==> config.mk <==
export PLATFORM = sky130hd
export DESIGN_NAME = alu_nibble_seq
export DESIGN_NICKNAME = d
export VERILOG_FILES = /design/src/rtl/alu_nibble_seq.sv
export SDC_FILE = /design/constraint.sdc
export NUM_CORES = 1
export LEC_CHECK = 0
export CELL_PAD_IN_SITES_DETAIL_PLACEMENT = 1
export CELL_PAD_IN_SITES_GLOBAL_PLACEMENT = 2
export CORE_UTILIZATION = 24
export DETAILED_ROUTE_END_ITERATION = 12
export GPL_ROUTABILITY_DRIVEN = 0
export GPL_TIMING_DRIVEN = 0
export PLACE_DENSITY_LB_ADDON = 0.1
export SYNTH_ARGS = -nofsm -noshare
export SYNTH_HDL_FRONTEND = slang
export SYNTH_SLANG_ARGS = --single-unit
==> constraint.sdc <==
create_clock -name clk -period 2 [get_ports clk]
set_clock_uncertainty 0.2 [all_clocks]
set_input_delay 0.3 -clock clk [delete_from_list [all_inputs] [get_ports clk]]
set_output_delay 0.3 -clock clk [all_outputs]
set_load 0.01 [all_outputs]
==> src/rtl/alu_nibble_seq.sv <==
// Nibble-serial sequencer for the shared 4-bit ALU.
// Runs full-width ALU instructions low nibble first and returns result plus Z/N/H/C.
module alu_nibble_seq #(
  parameter int NIBBLES = 2
) (
  input  logic                 clk,
  input  logic                 rst,
  input  logic                 req_valid,
  output logic                 req_ready,
  input  logic [2:0]           req_op,
  input  logic [4*NIBBLES-1:0] req_a,
  input  logic [4*NIBBLES-1:0] req_b,
  input  logic                 req_c,
  output logic                 rsp_valid,
  input  logic                 rsp_ready,
  output logic [4*NIBBLES-1:0] rsp_result,
  output logic                 rsp_we,
  output logic [3:0]           rsp_flags,
  output logic [3:0]           alu_in_A,
  output logic [3:0]           alu_in_B,
  output logic [2:0]           alu_op,
  output logic                 alu_in_C,
  input  logic [3:0]           alu_out,
  input  logic                 alu_out_Z,
  input  logic                 alu_out_C
);

  localparam int W  = 4 * NIBBLES;
  localparam int IW = (NIBBLES > 1) ? $clog2(NIBBLES) : 1;

  localparam logic [2:0] OP_ADD = 3'd0;
  localparam logic [2:0] OP_ADC = 3'd1;
  localparam logic [2:0] OP_SUB = 3'd2;
  localparam logic [2:0] OP_SBC = 3'd3;
  localparam logic [2:0] OP_AND = 3'd4;
  localparam logic [2:0] OP_CP  = 3'd7;

  typedef enum logic [1:0] {
    IDLE,
    RUN,
    DONE
  } state_t;

  state_t state, state_nx;

  logic [IW-1:0] idx;
  logic [2:0]    op_q;
  logic [W-1:0]  a_sh, b_sh, res;
  logic [W+3:0]  res_cat;
  logic          zacc, h_q;
  logic          accept, last;
  logic          is_add, is_sub, is_logic;
  logic          z_nx, h_nx, c_nx;
  logic [2:0]    chain_op;

  assign accept     = req_valid & req_ready;
  assign last       = (idx == IW'(NIBBLES - 1));
  assign res_cat    = {alu_out, res};
  assign rsp_result = res;

  always_comb begin
    is_add   = 1'b0;
    is_sub   = 1'b0;
    is_logic = 1'b0;
    unique case (1'b1)
      (op_q == OP_ADD) || (op_q == OP_ADC): is_add = 1'b1;
      (op_q == OP_SUB) || (op_q == OP_SBC) ||
      (op_q == OP_CP):                      is_sub = 1'b1;
      default:                              is_logic = 1'b1;
    endcase
  end

  // Upper nibbles continue the chain with the carry/borrow flavour of the op.
  always_comb begin
    chain_op = op_q;
    unique case (1'b1)
      is_add:  chain_op = OP_ADC;
      is_sub:  chain_op = OP_SBC;
      default: chain_op = op_q;
    endcase
  end

  always_comb begin
    z_nx = (idx == '0) ? alu_out_Z : (zacc & alu_out_Z);
    h_nx = h_q;
    if (idx == '0) h_nx = is_logic ? (op_q == OP_AND) : alu_out_C;
    c_nx = is_logic ? 1'b0 : alu_out_C;
  end

  always_ff @(posedge clk) begin
    if (rst) state <= IDLE;
    else     state <= state_nx;
  end

  always_comb begin
    state_nx  = state;
    req_ready = 1'b0;
    rsp_valid = 1'b0;
    unique case (state)
      IDLE: begin
        req_ready = 1'b1;
        if (req_valid) state_nx = RUN;
      end
      RUN: if (last) state_nx = DONE;
      DONE: begin
        rsp_valid = 1'b1;
        if (rsp_ready) state_nx = IDLE;
      end
      default: state_nx = IDLE;
    endcase
  end

  always_ff @(posedge clk) begin
    if (rst) begin
      idx       <= '0;
      op_q      <= '0;
      a_sh      <= '0;
      b_sh      <= '0;
      res       <= '0;
      zacc      <= 1'b0;
      h_q       <= 1'b0;
      rsp_we    <= 1'b0;
      rsp_flags <= '0;
      alu_in_A  <= '0;
      alu_in_B  <= '0;
      alu_op    <= '0;
      alu_in_C  <= 1'b0;
    end else if (accept) begin
      idx      <= '0;
      op_q     <= req_op;
      a_sh     <= req_a >> 4;
      b_sh     <= req_b >> 4;
      alu_in_A <= req_a[3:0];
      alu_in_B <= req_b[3:0];
      alu_op   <= req_op;
      alu_in_C <= req_c;
    end else if (state == RUN) begin
      // Nibbles shift in from the top so the low nibble lands at bit 0.
      res  <= res_cat[W+3:4];
      zacc <= z_nx;
      h_q  <= h_nx;
      if (last) begin
        rsp_flags <= {z_nx, is_sub, h_nx, c_nx};
        rsp_we    <= (op_q != OP_CP);
      end else begin
        idx      <= idx + 1'b1;
        a_sh     <= a_sh >> 4;
        b_sh     <= b_sh >> 4;
        alu_in_A <= a_sh[3:0];
        alu_in_B <= b_sh[3:0];
        alu_op   <= chain_op;
        alu_in_C <= is_logic ? 1'b0 : alu_out_C;
      end
    end
  end

endmodule

==> impl_table.tex, run 1 <==
\begin{tabular}{lr}
\hline
Metric & Value \\
\hline
\multicolumn{2}{l}{\textbf{Run status}} \\
\quad Outcome & finished, final reports clean \\
\multicolumn{2}{l}{\textbf{STA}} \\
\quad Setup TNS after final layout & 0 ns \\
\quad Final min period & around 1.8 ns \\
\quad Tightest slew margin relative to the limit & 0.6569 \\
\quad Tcrit/Tclk final & 0.9190 \\
\quad Highest attainable clock frequency & 544.1 MHz \\
\quad Number of max-slew violations in the final report & 0 \\
\quad Total of endpoints with negative setup slack in the final report & 0 \\
\quad Final Hold Violating Endpoints & 0 \\
\quad Worst Slack Setup Final & 0.1621 ns \\
\quad Worst hold margin & $\sim$0.16 ns \\
\quad RSZ-0062 raised after global routing & no \\
\quad Transition time of the tightest slew-check pin & a little over 0.5 ns \\
\multicolumn{2}{l}{\textbf{CTS}} \\
\quad Quantity of hold-fixing buffers added after cts & 0 \\
\quad Worst-path clk slew & 0.08 ns \\
\quad Setup Fix Bufs, Post-CTS & 0 \\
\quad Root Buffer & sky130\_fd\_sc\_hd\_\_clkbuf\_8 \\
\quad Clock tree from TritonCTS & done \\
\quad TritonCTS Sinks & a little over 40 \\
\quad Clock insertion delay at the later pin of the skew report & a little under 0.3 ns \\
\quad TritonCTS buffer count & 5 \\
\quad Buffer levels on the longest clock path & 2 \\
\quad H-tree levels & 2 \\
\multicolumn{2}{l}{\textbf{Die}} \\
\quad Die Y-Extent & around 84 um \\
\quad Die area & 6993 sq um \\
\quad Number of cell rows & 29 \\
\quad Floorplan die width & $\sim$84 um \\
\quad Effective utilization at floorplan & 0.2504 \\
\quad Core area & about 6400 sq um \\
\quad Ports placed on the boundary & 57 \\
\multicolumn{2}{l}{\textbf{Worst hold path}} \\
\quad Path class of the lowest-slack min-delay path & input pin to register \\
\quad Worst hold path depth & 2 \\
\quad Hold Startpoint & rst \\
\quad Destination of the worst hold path & alu\_op[2] \\
\multicolumn{2}{l}{\textbf{Worst setup path}} \\
\quad Maximum fanout along the worst path & 10 \\
\quad Critical path launch point type & register \\
\quad Critical path data required time & 2.03 ns \\
\quad Worst r2r path cells & 5 \\
\quad Reg-to-reg endpoint & rsp\_we \\
\quad Classification of the worst setup path & register to register \\
\quad Sequence of cells on the critical path & clkbuf\_1 > nand3b\_1 > a31oi\_1 > a21oi\_1 > nor2\_1 \\
\quad Cell type group with the largest total delay on the critical path & simple AND/OR/NAND/NOR gates \\
\quad RR Startpoint & idx \\
\quad Arrival time worst endpoint & 1.87 ns \\
\quad Critical path buffers and inverters & 1 \\
\quad Highest cell delay on the worst timing path & 0.43 ns \\
\quad Critical path endpoint category & register \\
\quad Setup slack on the worst flop-to-flop path & 0.16 ns \\
\quad Crit-path slowest cell & sky130\_fd\_sc\_hd\_\_clkbuf\_1 \\
\multicolumn{2}{l}{\textbf{Drt}} \\
\quad Starting DRC count in detailed routing & 81 \\
\quad Drt via density & about 4.7 \\
\quad Routed length per instance & between 10 and 15 um \\
\quad Number of remaining DRC errors & 0 \\
\quad Remaining antenna violation count & 0 \\
\quad Number of detailed-routing iterations run before antenna repair & 4 \\
\quad Total number of vias & about 1.6k \\
\quad Wire length after detailed routing & between 4 and 5 mm \\
\multicolumn{2}{l}{\textbf{Synthesis}} \\
\quad Net count of the mapped netlist & 220 \\
\quad Distinct cell type count of the synthesized netlist & 27 \\
\quad Gate count after technology mapping & 190 \\
\quad Total standard cell area after synthesis & $\sim$1600 sq um \\
\quad Synth Flop Type & sky130\_fd\_sc\_hd\_\_dfxtp\_1 \\
\quad Seq cells post-synth & 41 \\
\quad EDFF count, synth & 0 \\
\quad Average cell area after synthesis & around 8.4 sq um \\
\quad Yosys warning count & 0 \\
\quad Sequential cell area fraction in the yosys report & 0.5133 \\
\quad Async set-reset flop share out of synthesis & 0 \\
\multicolumn{2}{l}{\textbf{Place}} \\
\quad Total cell area at the placement stage & approximately 2200 sq um \\
\quad Port bufs & 55 \\
\quad Placed cells & $\sim$320 \\
\quad Final HPWL from detailed placement & $\sim$3.5 mm \\
\quad Pre-CTS setup slack & -0.2224 ns \\
\multicolumn{2}{l}{\textbf{Layout}} \\
\quad Most frequent standard cell in the layout excluding fill and tap cells & sky130\_fd\_sc\_hd\_\_clkdlybuf4s50\_1 \\
\quad Layout Cell Area excl Fill & between 2000 and 2500 sq um \\
\quad Layout Cells excl Fill & between 300 and 400 \\
\quad Antenna cells & 0 \\
\quad Relative area change from synthesis to final layout & 48.51\% \\
\quad Fraction of layout instances using a drive strength above 1 & 0.05929 \\
\quad Highest-count cells in the layout ignoring fill and taps & sky130\_fd\_sc\_hd\_\_clkdlybuf4s50\_1, sky130\_fd\_sc\_hd\_\_dfxtp\_1, sky130\_fd\_sc\_hd\_\_nor2\_1 \\
\quad End-of-flow core utilization & 0.3719 \\
\quad Layout net count & roughly 280 \\
\multicolumn{2}{l}{\textbf{Power and ir drop}} \\
\quad Worst ir drop on vdd & $\sim$0.27 mV \\
\quad Total power consumption of the routed design & roughly 2.0 mW \\
\quad Power Density & 835.9 nW/um\^{}2 \\
\quad P\_leak & roughly 0.90 nW \\
\multicolumn{2}{l}{\textbf{GRT}} \\
\quad Global-route wire length before repair & $\sim$8.0 mm \\
\quad Global-route total usage across every layer & 0.1428 \\
\quad Grt ovf & 0 \\
\quad Vias in the first global route & 1,643 \\
\quad Antenna violations before repair & 0 \\
\quad Largest net degree at the start of global routing & 13 \\
\multicolumn{2}{l}{\textbf{Job}} \\
\quad Max Cap Violations & 0 \\
\hline
\end{tabular}
==> report_power, final <==
part | switching (mW) | leakage (nW) | internal [mW]
Clock | 0.296 | 0.0585 | 0.407
Combinational | 0.181 | 0.502 | 0.192
Sequential | 0.0363 | 0.336 | 0.872
==> state kept, by name, summed over array words and instances (netlist names), 2 cells and up <==
| signal | cells |
|---|---|
| a_sh | 4 |
| alu_in_A | 4 |
| alu_in_B | 4 |
| alu_op | 3 |
| b_sh | 4 |
| op_q | 3 |
| rsp_flags | 4 |
| rsp_result | 8 |
| state | 2 |
==> synthesized netlist by cell type (all sizes together) (2+ instances only) <==
cell type,count,area [sq um]
dfxtp,41,820.8
clkbuf,8,30.03
buf,5,31.28
nand3,2,10.01
o22ai,6,37.54
nand4,2,12.51
a31oi,2,12.51
nor2,33,123.9
a22oi,12,90.09
nor2b,4,25.02
nand2b,5,31.28
a21o,2,15.01
nand2,28,105.1
nor3,3,15.01
a21oi,19,95.09
a2bb2oi,6,52.55
o22a,3,26.28
==> logic make-up (layout without fill, tap and decap cells) <==
family	after synthesis	count (layout)	synth area share
buffers and inverters	13	76	0.03834
flip-flops	41	41	0.5133
AO/OA/AOI/OAI	53	53	0.2191
multiplexers	1	1	0.006260
AND/OR/NAND/NOR	82	82	0.2230
==> worst max path at each step <==
| stage | depth (start not counted) | end | startpoint | slack (ns) |
|---|---|---|---|---|
| global route | 5 | rsp_we | idx | 0.04 |
| floorplan | 5 | alu_op[0] | state[0] | 0.46 |
| CTS | 6 | alu_in_B[2] | req_valid | 0.08 |
| detailed placement | 6 | alu_in_B[2] | req_valid | -0.22 |
| global placement | 6 | alu_in_B[2] | req_valid | -0.24 |
| finish | 5 | rsp_we | idx | 0.16 |
==> layout make-up <==
cell class / instances / area, sq um
fill: 769 / 4011
tap: 77 / 96.34
timing repair buffer: 55 / 550.5
multi-input combinational: 136 / 728.2
sequential: 41 / 822.0
clock inverter: 1 / 30.03
buffer: 13 / 61.31
clock buffer: 7 / 86.33
==> metal layers <==
layer,track usage,up-vias,wire length (um)
met3,0.02770,6,189
met4,0.04622,0,58
met1,0.1942,738,2414
li1,-,786,-
met2,0.2269,35,2088
met5,0,-,0
==> timing repair <==
action | in CTS | in global routing
endpoints found under the setup margin | 2 | 7
resized for setup | 5 | 2
pin swaps | 0 | 0
cloned | 0 | 0
Note: power is estimated with default switching activity, not from simulation.
==> run 2, diff against run 1 <==
- HOLD_SLACK_MARGIN: not set -> 0.02
- MAX_ROUTING_LAYER: not set -> met4
==> impl_table.tex, run 2 (synthesis gave the netlist of run 1 again) <==
\begin{tabular}{lr}
\hline
Metric & Value \\
\hline
\multicolumn{2}{l}{\textbf{Layout}} \\
\quad Multi-input gate area & 728.2 sq um \\
\quad Number of fillers in the final layout & roughly 770 \\
\quad Largest register FFs & 8 \\
\quad Highest-count cells in the layout ignoring fill and taps & sky130\_fd\_sc\_hd\_\_clkdlybuf4s50\_1, sky130\_fd\_sc\_hd\_\_dfxtp\_1, sky130\_fd\_sc\_hd\_\_nor2\_1 \\
\quad Fraction of layout instances using a drive strength above 1 & 0.05929 \\
\quad End-of-flow core utilization & 0.3719 \\
\quad Layout Cells excl Fill & between 300 and 400 \\
\quad Most frequent standard cell in the layout excluding fill and tap cells & sky130\_fd\_sc\_hd\_\_clkdlybuf4s50\_1 \\
\quad Layout Cell Area excl Fill & approximately 2400 sq um \\
\quad Antenna cells & 0 \\
\quad Layout net count & $\sim$280 \\
\quad Combined flip-flop and latch cell area & around 800 sq um \\
\quad Relative area change from synthesis to final layout & 48.51\% \\
\multicolumn{2}{l}{\textbf{CTS}} \\
\quad TritonCTS buffer count & 5 \\
\quad Setup Fix Bufs, Post-CTS & 0 \\
\quad TritonCTS Sinks & 41 \\
\quad Clock insertion delay at the later pin of the skew report & about 0.29 ns \\
\quad Worst-path clk slew & roughly 0.080 ns \\
\quad Root Buffer & sky130\_fd\_sc\_hd\_\_clkbuf\_8 \\
\quad Quantity of hold-fixing buffers added after cts & 0 \\
\quad Clock tree from TritonCTS & done \\
\quad H-tree levels & 2 \\
\quad Buffer levels on the longest clock path & 2 \\
\multicolumn{2}{l}{\textbf{GRT}} \\
\quad Vias in the first global route & 1,643 \\
\quad Grt ovf & 0 \\
\quad Largest net degree at the start of global routing & 13 \\
\quad Global-route wire length before repair & just under 8 mm \\
\quad Global-route total usage across every layer & 0.1466 \\
\quad Antenna violations before repair & 0 \\
\multicolumn{2}{l}{\textbf{Die}} \\
\quad Number of cell rows & 29 \\
\quad Floorplan die width & around 84 um \\
\quad Effective utilization at floorplan & 0.2504 \\
\quad Ports placed on the boundary & 57 \\
\quad Core area & 6386 sq um \\
\quad Die area & between 6000 and 7000 sq um \\
\quad Die Y-Extent & between 80 and 90 um \\
\multicolumn{2}{l}{\textbf{Place}} \\
\quad Total cell area at the placement stage & approximately 2200 sq um \\
\quad Final HPWL from detailed placement & approximately 3.5 mm \\
\quad Pre-CTS setup slack & -0.2224 ns \\
\quad Port bufs & 55 \\
\quad Placed cells & between 300 and 400 \\
\multicolumn{2}{l}{\textbf{STA}} \\
\quad Total of endpoints with negative setup slack in the final report & 0 \\
\quad Final Hold Violating Endpoints & 0 \\
\quad Tightest slew margin relative to the limit & 0.6537 \\
\quad Final min period & approximately 1.8 ns \\
\quad Worst Slack Setup Final & 0.1576 ns \\
\quad RSZ-0062 raised after global routing & no \\
\quad Setup TNS after final layout & 0 ns \\
\quad Highest attainable clock frequency & 542.8 MHz \\
\quad Transition time of the tightest slew-check pin & 0.5194 ns \\
\quad Number of max-slew violations in the final report & 0 \\
\quad Tcrit/Tclk final & 0.9212 \\
\multicolumn{2}{l}{\textbf{Run status}} \\
\quad Outcome & finished, final reports clean \\
\multicolumn{2}{l}{\textbf{Worst setup path}} \\
\quad Classification of the worst setup path & register to register \\
\quad Setup slack on the worst flop-to-flop path & approximately 0.16 ns \\
\quad Arrival time worst endpoint & between 1.5 and 2 ns \\
\quad Maximum fanout along the worst path & 10 \\
\quad Critical path data required time & 2.03 ns \\
\quad Critical path launch point type & register \\
\quad Critical path endpoint category & register \\
\multicolumn{2}{l}{\textbf{Drt}} \\
\quad Met1 layer wirelength in the final routing & 2.440 mm \\
\quad Routed length per instance & between 10 and 15 um \\
\quad Number of remaining DRC errors & 0 \\
\quad Drt via density & between 4 and 5 \\
\quad Wire length after detailed routing & $\sim$4.8 mm \\
\quad Uppermost metal layer occupied by signal nets & met4 \\
\quad Remaining antenna violation count & 0 \\
\quad Number of detailed-routing iterations run before antenna repair & 4 \\
\quad Metal3 WL & between 150 and 200 um \\
\quad Starting DRC count in detailed routing & 88 \\
\quad Total number of vias & between 1.5k and 2k \\
\quad Detailed-routed wire length on met2 & between 2 and 2.5 mm \\
\multicolumn{2}{l}{\textbf{Job}} \\
\quad Max Cap Violations & 0 \\
\multicolumn{2}{l}{\textbf{Power and ir drop}} \\
\quad Worst ir drop on vdd & between 0.2 and 0.3 mV \\
\quad Power Density & $\sim$840 nW/um\^{}2 \\
\quad P\_leak & between 0.8 and 0.9 nW \\
\multicolumn{2}{l}{\textbf{Worst hold path}} \\
\quad Path class of the lowest-slack min-delay path & input pin to register \\
\hline
\end{tabular}
run 2: cell counts in the layout (fill, tap and decap cells not counted):
No cell type changed its count.
run 2: per-layer routing:
metal | track usage | vias up
met4 | 0.04622 | 0
met5 | - | -
li1 | - | 786
met1 | 0.1949 | 745
met3 | 0.02473 | 6
met2 | 0.2276 | 35
run 2: worst paths after layout:
path / startpoint / to / cells past startpoint
setup / recovery: idx / rsp_we / 5
hold / removal: rst / alu_op[2] / 2
hold reg to reg: rsp_flags[3] / rsp_flags[3] / 2
setup reg to reg: idx / rsp_we / 5
run 2: where the power goes:
part | total (mW) | internal (mW) | switching, mW
registers | 0.909 | 0.872 | 0.0364
logic | 0.373 | 0.192 | 0.181
clock network | 0.702 | 0.407 | 0.295
total | 1.98 | 1.47 | 0.513
run 2: area by class of cell:
type                       instances  share of cell area
multi-input combinational        136              0.3066
clock inverter                     1             0.01264
clock buffer                       7             0.03635
tap                               77             0.04057
sequential                        41              0.3462
timing repair buffer              55              0.2318
buffer                            13             0.02582
run 2: what timing repair did:
action,CTS,global route
gates resized for setup,5,2
setup endpoints to repair,2,7
hold endpoints to repair,0,0
gates cloned,0,0
run 2: stage by stage:
| step | hold WS, ns | total power, mW |
|---|---|---|
| after floorplan | 0.2360 | 1.113 |
| after global placement | 0.2431 | 1.303 |
| after detailed placement | 0.2492 | 1.304 |
| after CTS | 0.1577 | 2.013 |
| after global routing | 0.1834 | 2.093 |
| final | 0.1558 | 1.984 |
run 2: worst max-delay path: stages (launching register included):
cell and delay [ns]:
sky130_fd_sc_hd__dfxtp_1 0.40, sky130_fd_sc_hd__clkbuf_1 0.44, sky130_fd_sc_hd__nand3b_1 0.36, sky130_fd_sc_hd__a31oi_1 0.24
sky130_fd_sc_hd__a21oi_1 0.06, sky130_fd_sc_hd__nor2_1 0.09
==> run 3, diff against run 2 <==
- CAP_MARGIN: not set -> 0
==> results of run 3 <==
No change in the layout: final DEF, timing and power equal those of run 2.
